--- config.mk ---
export PLATFORM = sky130hd
export DESIGN_NAME = median_window_writer
export DESIGN_NICKNAME = d
export VERILOG_FILES = /design/src/rtl/median_window_writer.sv
export SDC_FILE = /design/constraint.sdc
export NUM_CORES = 1
export LEC_CHECK = 0
export BUFFER_PORTS_ARGS = -buffer_cell sky130_fd_sc_hd__buf_4
export CORE_MARGIN = 4
export CORE_UTILIZATION = 41
export DETAILED_ROUTE_END_ITERATION = 10
export PLACE_DENSITY = 0.76
export SYNTH_ARGS = -nofsm -noshare
export SYNTH_HDL_FRONTEND = slang
export SYNTH_SLANG_ARGS = --single-unit
--- constraint.sdc ---
create_clock -name wr_clk -period 2 [get_ports wr_clk]
set_input_delay 0.2 -clock wr_clk [delete_from_list [all_inputs] [get_ports wr_clk]]
set_output_delay 0.2 -clock wr_clk [all_outputs]
set_load 0.005 [all_outputs]
--- src/rtl/median_window_writer.sv ---
// Sample ring writer and sliding-window reader for a median filter.
// Each accepted sample is written to an external ring RAM; once WIN_LEN samples exist, the newest window is streamed out oldest first.
module median_window_writer #(
  parameter int ADDR_WIDTH = 4,
  parameter int DATA_WIDTH = 16,
  parameter int WIN_LEN    = 5,
  parameter int RD_LAT     = 0
) (
  input  logic                  wr_clk,
  input  logic                  asyn_rst,
  input  logic [DATA_WIDTH-1:0] s_data,
  input  logic                  s_valid,
  output logic                  s_ready,
  input  logic                  flush,
  output logic                  ram_wr_en,
  output logic [ADDR_WIDTH-1:0] ram_wr_addr,
  output logic [DATA_WIDTH-1:0] ram_wr_data,
  output logic [ADDR_WIDTH-1:0] ram_rd_addr,
  input  logic [DATA_WIDTH-1:0] ram_rd_data,
  output logic [DATA_WIDTH-1:0] w_data,
  output logic                  w_valid,
  input  logic                  w_ready,
  output logic                  w_last,
  output logic [ADDR_WIDTH:0]   fill_cnt
);

  localparam int DEPTH = 1 << ADDR_WIDTH;
  localparam logic [ADDR_WIDTH:0]   WIN_CNT  = (ADDR_WIDTH+1)'(WIN_LEN);
  // WIN_LEN may equal the ring depth, in which case the base offset is zero.
  localparam logic [ADDR_WIDTH-1:0] WIN_OFS  = ADDR_WIDTH'(WIN_LEN % DEPTH);
  localparam logic [ADDR_WIDTH-1:0] LAST_IDX = ADDR_WIDTH'(WIN_LEN - 1);

  typedef enum logic [1:0] {
    IDLE    = 2'd0,
    RD_ADDR = 2'd1,
    RD_DATA = 2'd2
  } state_t;

  state_t                r_state;
  logic [ADDR_WIDTH-1:0] r_wptr;
  logic [ADDR_WIDTH-1:0] r_rd_idx;
  logic [ADDR_WIDTH:0]   r_fill;
  logic                  r_valid;

  logic                  w_accept;
  logic                  w_beat;
  logic                  w_is_last;
  logic [ADDR_WIDTH:0]   w_fill_inc;

  assign s_ready    = (r_state == IDLE) & ~flush;
  assign w_accept   = s_valid & s_ready;
  assign w_beat     = r_valid & w_ready;
  assign w_is_last  = (r_rd_idx == LAST_IDX);
  assign w_fill_inc = (r_fill == WIN_CNT) ? r_fill : r_fill + 1'b1;

  assign ram_wr_en   = w_accept;
  assign ram_wr_addr = r_wptr;
  assign ram_wr_data = s_data;

  // Modular arithmetic handles ring wrap; wptr already points past the newest sample.
  assign ram_rd_addr = r_wptr - WIN_OFS + r_rd_idx;

  assign w_data   = ram_rd_data;
  assign w_valid  = r_valid;
  assign w_last   = r_valid & w_is_last;
  assign fill_cnt = r_fill;

  always_ff @(posedge wr_clk or posedge asyn_rst) begin
    if (asyn_rst) begin
      r_state  <= IDLE;
      r_wptr   <= '0;
      r_rd_idx <= '0;
      r_fill   <= '0;
      r_valid  <= 1'b0;
    end else if (flush) begin
      r_state  <= IDLE;
      r_rd_idx <= '0;
      r_fill   <= '0;
      r_valid  <= 1'b0;
    end else begin
      case (r_state)
        IDLE: begin
          if (w_accept) begin
            r_wptr <= r_wptr + 1'b1;
            r_fill <= w_fill_inc;
            if (w_fill_inc == WIN_CNT) begin
              if (RD_LAT != 0) begin
                r_state <= RD_ADDR;
              end else begin
                r_state <= RD_DATA;
                r_valid <= 1'b1;
              end
            end
          end
        end
        RD_ADDR: begin
          // Registered RAM needs one cycle with the address presented.
          r_state <= RD_DATA;
          r_valid <= 1'b1;
        end
        RD_DATA: begin
          if (w_beat) begin
            if (w_is_last) begin
              r_rd_idx <= '0;
              r_state  <= IDLE;
              r_valid  <= 1'b0;
            end else begin
              r_rd_idx <= r_rd_idx + 1'b1;
              if (RD_LAT != 0) begin
                r_state <= RD_ADDR;
                r_valid <= 1'b0;
              end
            end
          end
        end
        default: begin
          r_state <= IDLE;
          r_valid <= 1'b0;
        end
      endcase
    end
  end

endmodule

==> impl_metrics.toml, run 1 <==
[run_status]
violations = "setup timing"
outcome = "finished with violations"

[pwr]
peakVddDrop_uv = 381
leakage_uw = 0.000636
powerDensity_nw_per_um2 = 1020
fin_total_pwr_uw = 1330

[drt]
wl_per_cell_um = 15.0
drt_iter0_drc = 24
vias_per_cell = 5.40
drc = 0
first_pass_iters = 4
num_vias = 902
wl_um = 2510
ant_nets = 0

[synthesis]
synth.distinct_cells = 36
synth_cells = 136
syn_avg_cell_area_um2 = 9.03
yosysWarnings = 0
ys_seq_area_frac = 0.285
yosys_register_bits = 14
syn_area_um2 = 1230
syn-num-nets = 183

[worst_setup_path]
worstPathMaxFanout = 2
critPathArrivalTime_ps = 1970
worstSetupPathType = "flip-flop to output pin"
worstPathRequired_ps = 1800
start_kind = "flip-flop"
endpoint_kind = "output pin"

[sta]
relSlewSlack = 0.633
setup_slack_ps = -171
tightest_slew_ps = 551
finalHoldViolations = 0
fin_worst_skew_ps = 2.68
finalSetupViolations = 2
maxSlewViolCount = 0
min_period_over_period = 1.09
timing.fmax_mhz = 461
period_minus_slack_ps = 2170
rsz0062_at_grt = "yes"

[job]
cap_violations = 0

[cts]
tritoncts = "done"
clk-insertion-delay-late_ps = 290
numCtsBuffers = 3
htree_levels = 1
root_buffer = "clkbuf_4"
clock_path_buffers = 2
cts.sinks = 14
clk_pin_slew_ps = 90

[cells_and_area]
syn_to_final_growth_pct = 6.63
nNetsFinal = 184
multiInputGateArea_um2 = 586
drive_gt1_frac = 0.353
seqCellArea_um2 = 350
fill_cells = 273
num_antenna_cells = 0
fin_util = 0.467

[floorplanning]
core_area_um2 = 2810
fp.dieW_um = 62.7
rows = 19
die_h_um = 62.7
io_pins = 86
initial_core_util = 0.438
die_area_um2 = 3930

[worst_hold_path]
hold_path_class = "input pin to flip-flop"

[grt]
grt_max_degree = 15
antenna_found_initial = 0
grt_overflow = 0
grt_pass1_wl_um = 4260
grt_pass1_vias = 922
grt_use_total = 0.134

[placement]
gp_congestion = 0.873
io_buffer_count = 21
dp_slack_ps = 5.47
post-dp-hpwl_um = 1890
[final cells by class]
class | instances | share of cell area
inverters | 15 | 0.0449
repair buffers | 31 | 0.183
clock buffers | 4 | 0.0277
flip-flops and latches | 14 | 0.268
well taps | 31 | 0.0296
multi-input cells | 72 | 0.447
[sequential cells by signal, summed over array words and instances, names as in the netlist]
register	cells
ram_wr_addr	4
r_rd_idx	4
r_state	1
fill_cnt	5
[Yosys cell counts (all sizes together)]
cell type  instances  area [um^2]
clkbuf             1         3.75
nand4b             1         8.76
and3b              1         8.76
or4                1         7.51
nand3              6         35.0
nand2b             2         12.5
and2               1         6.26
or2b               1         7.51
buf               34          259
nor2               7         42.5
dfrtp             14          350
o211a              1         10.0
a22oi              1         7.51
a21oi              8         40.0
nor2b              1         6.26
nand4              2         12.5
nor3b              1         7.51
inv               15         56.3
o21ai              3         15.0
mux2               1         11.3
or3b               1         11.3
mux2i              2         20.0
fa                 1         20.0
nor3               2         10.0
xnor2              7         61.3
a211oi             1         7.51
o41ai              1         16.3
ha                 9          113
xor2               1         8.76
nand2              6         22.5
o211ai             2         20.0
and4               1         8.76
[worst paths after layout]
check / start / endpoint / slack [ps] / cells after the start
max: ram_wr_addr[1] / ram_rd_addr[3] / -170 / 9
min: flush / fill_cnt[0] / 190 / 2
max reg2reg: fill_cnt[0] / r_state[1] / 280 / 5
min reg2reg: ram_wr_addr[3] / ram_wr_addr[3] / 540 / 1
max in group asynchronous: asyn_rst / r_rd_idx[2] / 1130 / 3
min in group asynchronous: asyn_rst / fill_cnt[1] / 510 / 3
[logic make-up after synthesis]
kind of cell               count (synthesis)  synth area share
and+or+nand+nor                           34             0.169
buffers and inverters                     50             0.260
AOI/OAI and AO/OA                         17            0.0948
adders and majority gates                 10             0.108
DFF                                       14             0.285
muxes                                      3            0.0255
xor gates and xnor gates                   8            0.0571
[routing by layer]
layer	global-route usage	vias up	wire, um
met5	0	-	0
met1	0.137	430	957
met3	0.0701	16	267
met2	0.225	40	1230
li1	-	416	-
met4	0.0606	0	58
[timing repair]
item | CTS | global route
setup buffers | 5 | 3
cloned | 0 | 0
resized for setup | 10 | 1
pin swaps | 5 | 4
endpoints found under the hold margin | 14 | 0
endpoints found under the setup margin | 2 | 2
hold buffers | 1 | 0
[cell usage in the layout, fill, tap and decap left out, types with 2 or more instances in the layout]
| cell type | instances |
|---|---|
| nand2_1 | 6 |
| nor3_1 | 2 |
| nand3_1 | 5 |
| nor2_1 | 6 |
| o21ai_0 | 3 |
| xnor2_1 | 7 |
| clkbuf_4 | 3 |
| ha_4 | 2 |
| nand4_1 | 2 |
| mux2i_1 | 2 |
| inv_2 | 4 |
| dfrtp_1 | 14 |
| a21oi_1 | 8 |
| ha_1 | 7 |
| buf_4 | 29 |
| nand2b_1 | 2 |
| inv_1 | 10 |
[critical path, stage by stage, from the launching register on]
cell and delay, ps:
dfrtp_1 400, inv_2 90, ha_4 210, inv_4 50
ha_4 110, inv_2 30, fa_2 350, xor2_1 180
xnor2_1 140, buf_4 130
[stage by stage]
step	setup TNS, ps	area, um^2	cells	hold slack, ps
finish	-210	1310	167	192
global placement	0	1170	154	281
detailed placement	0	1170	154	297
floorplan	0	1230	136	89.2
global route	-408	1310	167	195
CTS	-331	1280	164	187
[where the power goes]
| group | leakage [uW] | switching, uW | internal, uW |
|---|---|---|---|
| Sequential | 0.000185 | 55.6 | 331 |
| Combinational | 0.000430 | 296 | 437 |
| Clock | 0.0000210 | 101 | 111 |
| Total | 0.000636 | 452 | 878 |
No activity file was read; power rests on OpenSTA's default activity.
==> run 2: changes to the inputs <==
--- a/config.mk
+++ b/config.mk
@@ -6,6 +6,7 @@
 export NUM_CORES = 1
 export LEC_CHECK = 0
 export BUFFER_PORTS_ARGS = -buffer_cell sky130_fd_sc_hd__buf_4
+export CORE_ASPECT_RATIO = 1.1
 export CORE_MARGIN = 4
 export CORE_UTILIZATION = 41
 export DETAILED_ROUTE_END_ITERATION = 10
==> run 2 against run 1 <==
Net effect:
- critical path type unchanged
- utilization fell by 1.8 points
- non-clock buffer count fell by 5
- largest cell class unchanged
- sequential share of layout area rose by 0.87 points
- the flow still finishes with violations (setup timing)
- critical endpoint unchanged
- highest routed layer unchanged
==> impl_metrics.toml, run 2 (synthesis results as in run 1) <==
[run_status]
outcome = "finished with violations"
violations = "setup timing"

[cells_and_area]
multiInputGateArea_um2 = 593
nNetsFinal = 179
seqCellArea_um2 = 350
layout.cells.most_common = "buf_4"
mostFrequentLayoutCells = "24 x buf_4, 14 x dfrtp_1, 9 x inv_1"
drive_gt1_frac = 0.338
num_antenna_cells = 0
syn_to_final_growth_pct = 3.26
fill_cells = 281
largest_reg_flops = 5
fin_util = 0.448

[drt]
first_pass_iters = 4
drt_iter0_drc = 15
num_vias = 872
drc = 0
vias_per_cell = 5.35
wl_um = 2410
wl_per_cell_um = 14.8
ant_nets = 0

[sta]
fin_worst_skew_ps = 4.30
maxSlewViolCount = 0
whs_ps = 206
rsz0062_at_grt = "yes"
tightest_slew_ps = 540
period_minus_slack_ps = 2130
setup_slack_ps = -128
min_period_over_period = 1.06
timing.fmax_mhz = 470
finalSetupViolations = 2
relSlewSlack = 0.639
finalHoldViolations = 0

[cts]
tritoncts = "done"
root_buffer = "clkbuf_4"
numCtsBuffers = 3
htree_levels = 1
clk-insertion-delay-late_ps = 270
cts.sinks = 14
clock_path_buffers = 2
clk_pin_slew_ps = 80

[worst_setup_path]
reg2regPathDepth = 5
cp_slowest_cell = "dfrtp_1"
path_cells = "inv_2, ha_4, inv_4, ha_4, inv_2, fa_2, xor2_2, xnor2_1, buf_4"
critPathArrivalTime_ps = 1930
worstPathRequired_ps = 1800
path_buf_inv = 4
worstSetupPathType = "flip-flop to output pin"
max_stage_delay_ps = 400
cpLargestDelayFamily = "adder cells"
worst-path-stages = 9
worstPathMaxFanout = 2
endpoint_kind = "output pin"
start_kind = "flip-flop"

[floorplanning]
rows = 20
fp.dieW_um = 60.2
die_area_um2 = 3930
initial_core_util = 0.434
io_pins = 86
core_area_um2 = 2830
die_h_um = 65.4

[grt]
grt_use_total = 0.130
grt_max_degree = 15
grt_overflow = 0
met2_usage = 0.242
busiest_layer = "met2"
gr-usage-met3 = 0.0393
grt_pass1_wl_um = 3960
met1_usage = 0.131
antenna_found_initial = 0
grt_pass1_vias = 910

[placement]
io_buffer_count = 21
gp_congestion = 0.796
post-dp-hpwl_um = 1840

[pwr]
peakVddDrop_uv = 907
powerDensity_nw_per_um2 = 976
leakage_uw = 0.000604

[job]
cap_violations = 0

[worst_hold_path]
hold_path_class = "input pin to flip-flop"
whs_path_depth = 2
[run 2: cell types whose count changed in the layout (fill, tap and decap cells not counted)]
cell      previous run  this run
xor2_2               0         1
buf_4               29        24
inv_2                4         5
clkbuf_8             1         0
xor2_1               1         0
inv_1               10         9
[run 2: layer usage]
layer	share of wire	routed length, um
met3	0.097	233
met4	0.0058	14
met1	0.38	924
met5	0	0
met2	0.51	1240
[run 2: stage by stage]
step                      instance area [um^2]  setup slack (ps)  power (uW)  TNS, ps  instances
after floorplan                           1230               176         720        0        136
after global placement                    1170              89.0         929        0        156
after detailed placement                  1170              13.2         949        0        156
after CTS                                 1260              -180        1200     -201        163
after global routing                      1270              -238        1330     -309        163
final                                     1270              -128        1240     -135        163
[run 2: layout make-up]
type	instances	share of cell area
multi-input combinational	72	0.468
inverter	15	0.0464
sequential	14	0.276
timing repair buffer	26	0.159
clock buffer	3	0.0178
tap	33	0.0326
[run 2: worst paths after layout]
| path | from | end | slack, ps |
|---|---|---|---|
| max | r_rd_idx[1] | ram_rd_addr[3] | -130 |
| min | flush | fill_cnt[4] | 210 |
| max reg2reg | fill_cnt[0] | r_state[1] | 250 |
| min reg2reg | ram_wr_addr[3] | ram_wr_addr[3] | 540 |
| max in group asynchronous | asyn_rst | r_rd_idx[3] | 1110 |
| min in group asynchronous | asyn_rst | fill_cnt[2] | 530 |
[run 2: repair_timing]
action | 4_1_cts | 5_1_grt
gates cloned | 0 | 0
hold buffers | 1 | 0
resized for setup | 10 | 3
buffers inserted | 3 | 0
hold endpoints to repair | 14 | 0
pin swaps | 4 | 3
setup endpoints to repair | 2 | 2
[run 2: worst reg2reg max path: cells and delay by family, from the launching register on]
kind                     cells  cell delay (ps)
flip-flops                   1              520
AND/OR/NAND/NOR              1              420
AO/OA/AOI/OAI                2              300
adder cells (fa/ha/maj)      1              270
multiplexers                 1              150
[run 2: where the power goes]
group,total [uW],leakage [uW],internal [uW],switching [uW]
Sequential,387,0.000185,331,56.0
Combinational,696,0.000405,403,293
Clock,154,0.0000138,69.6,84.0
Total,1240,0.000604,803,433
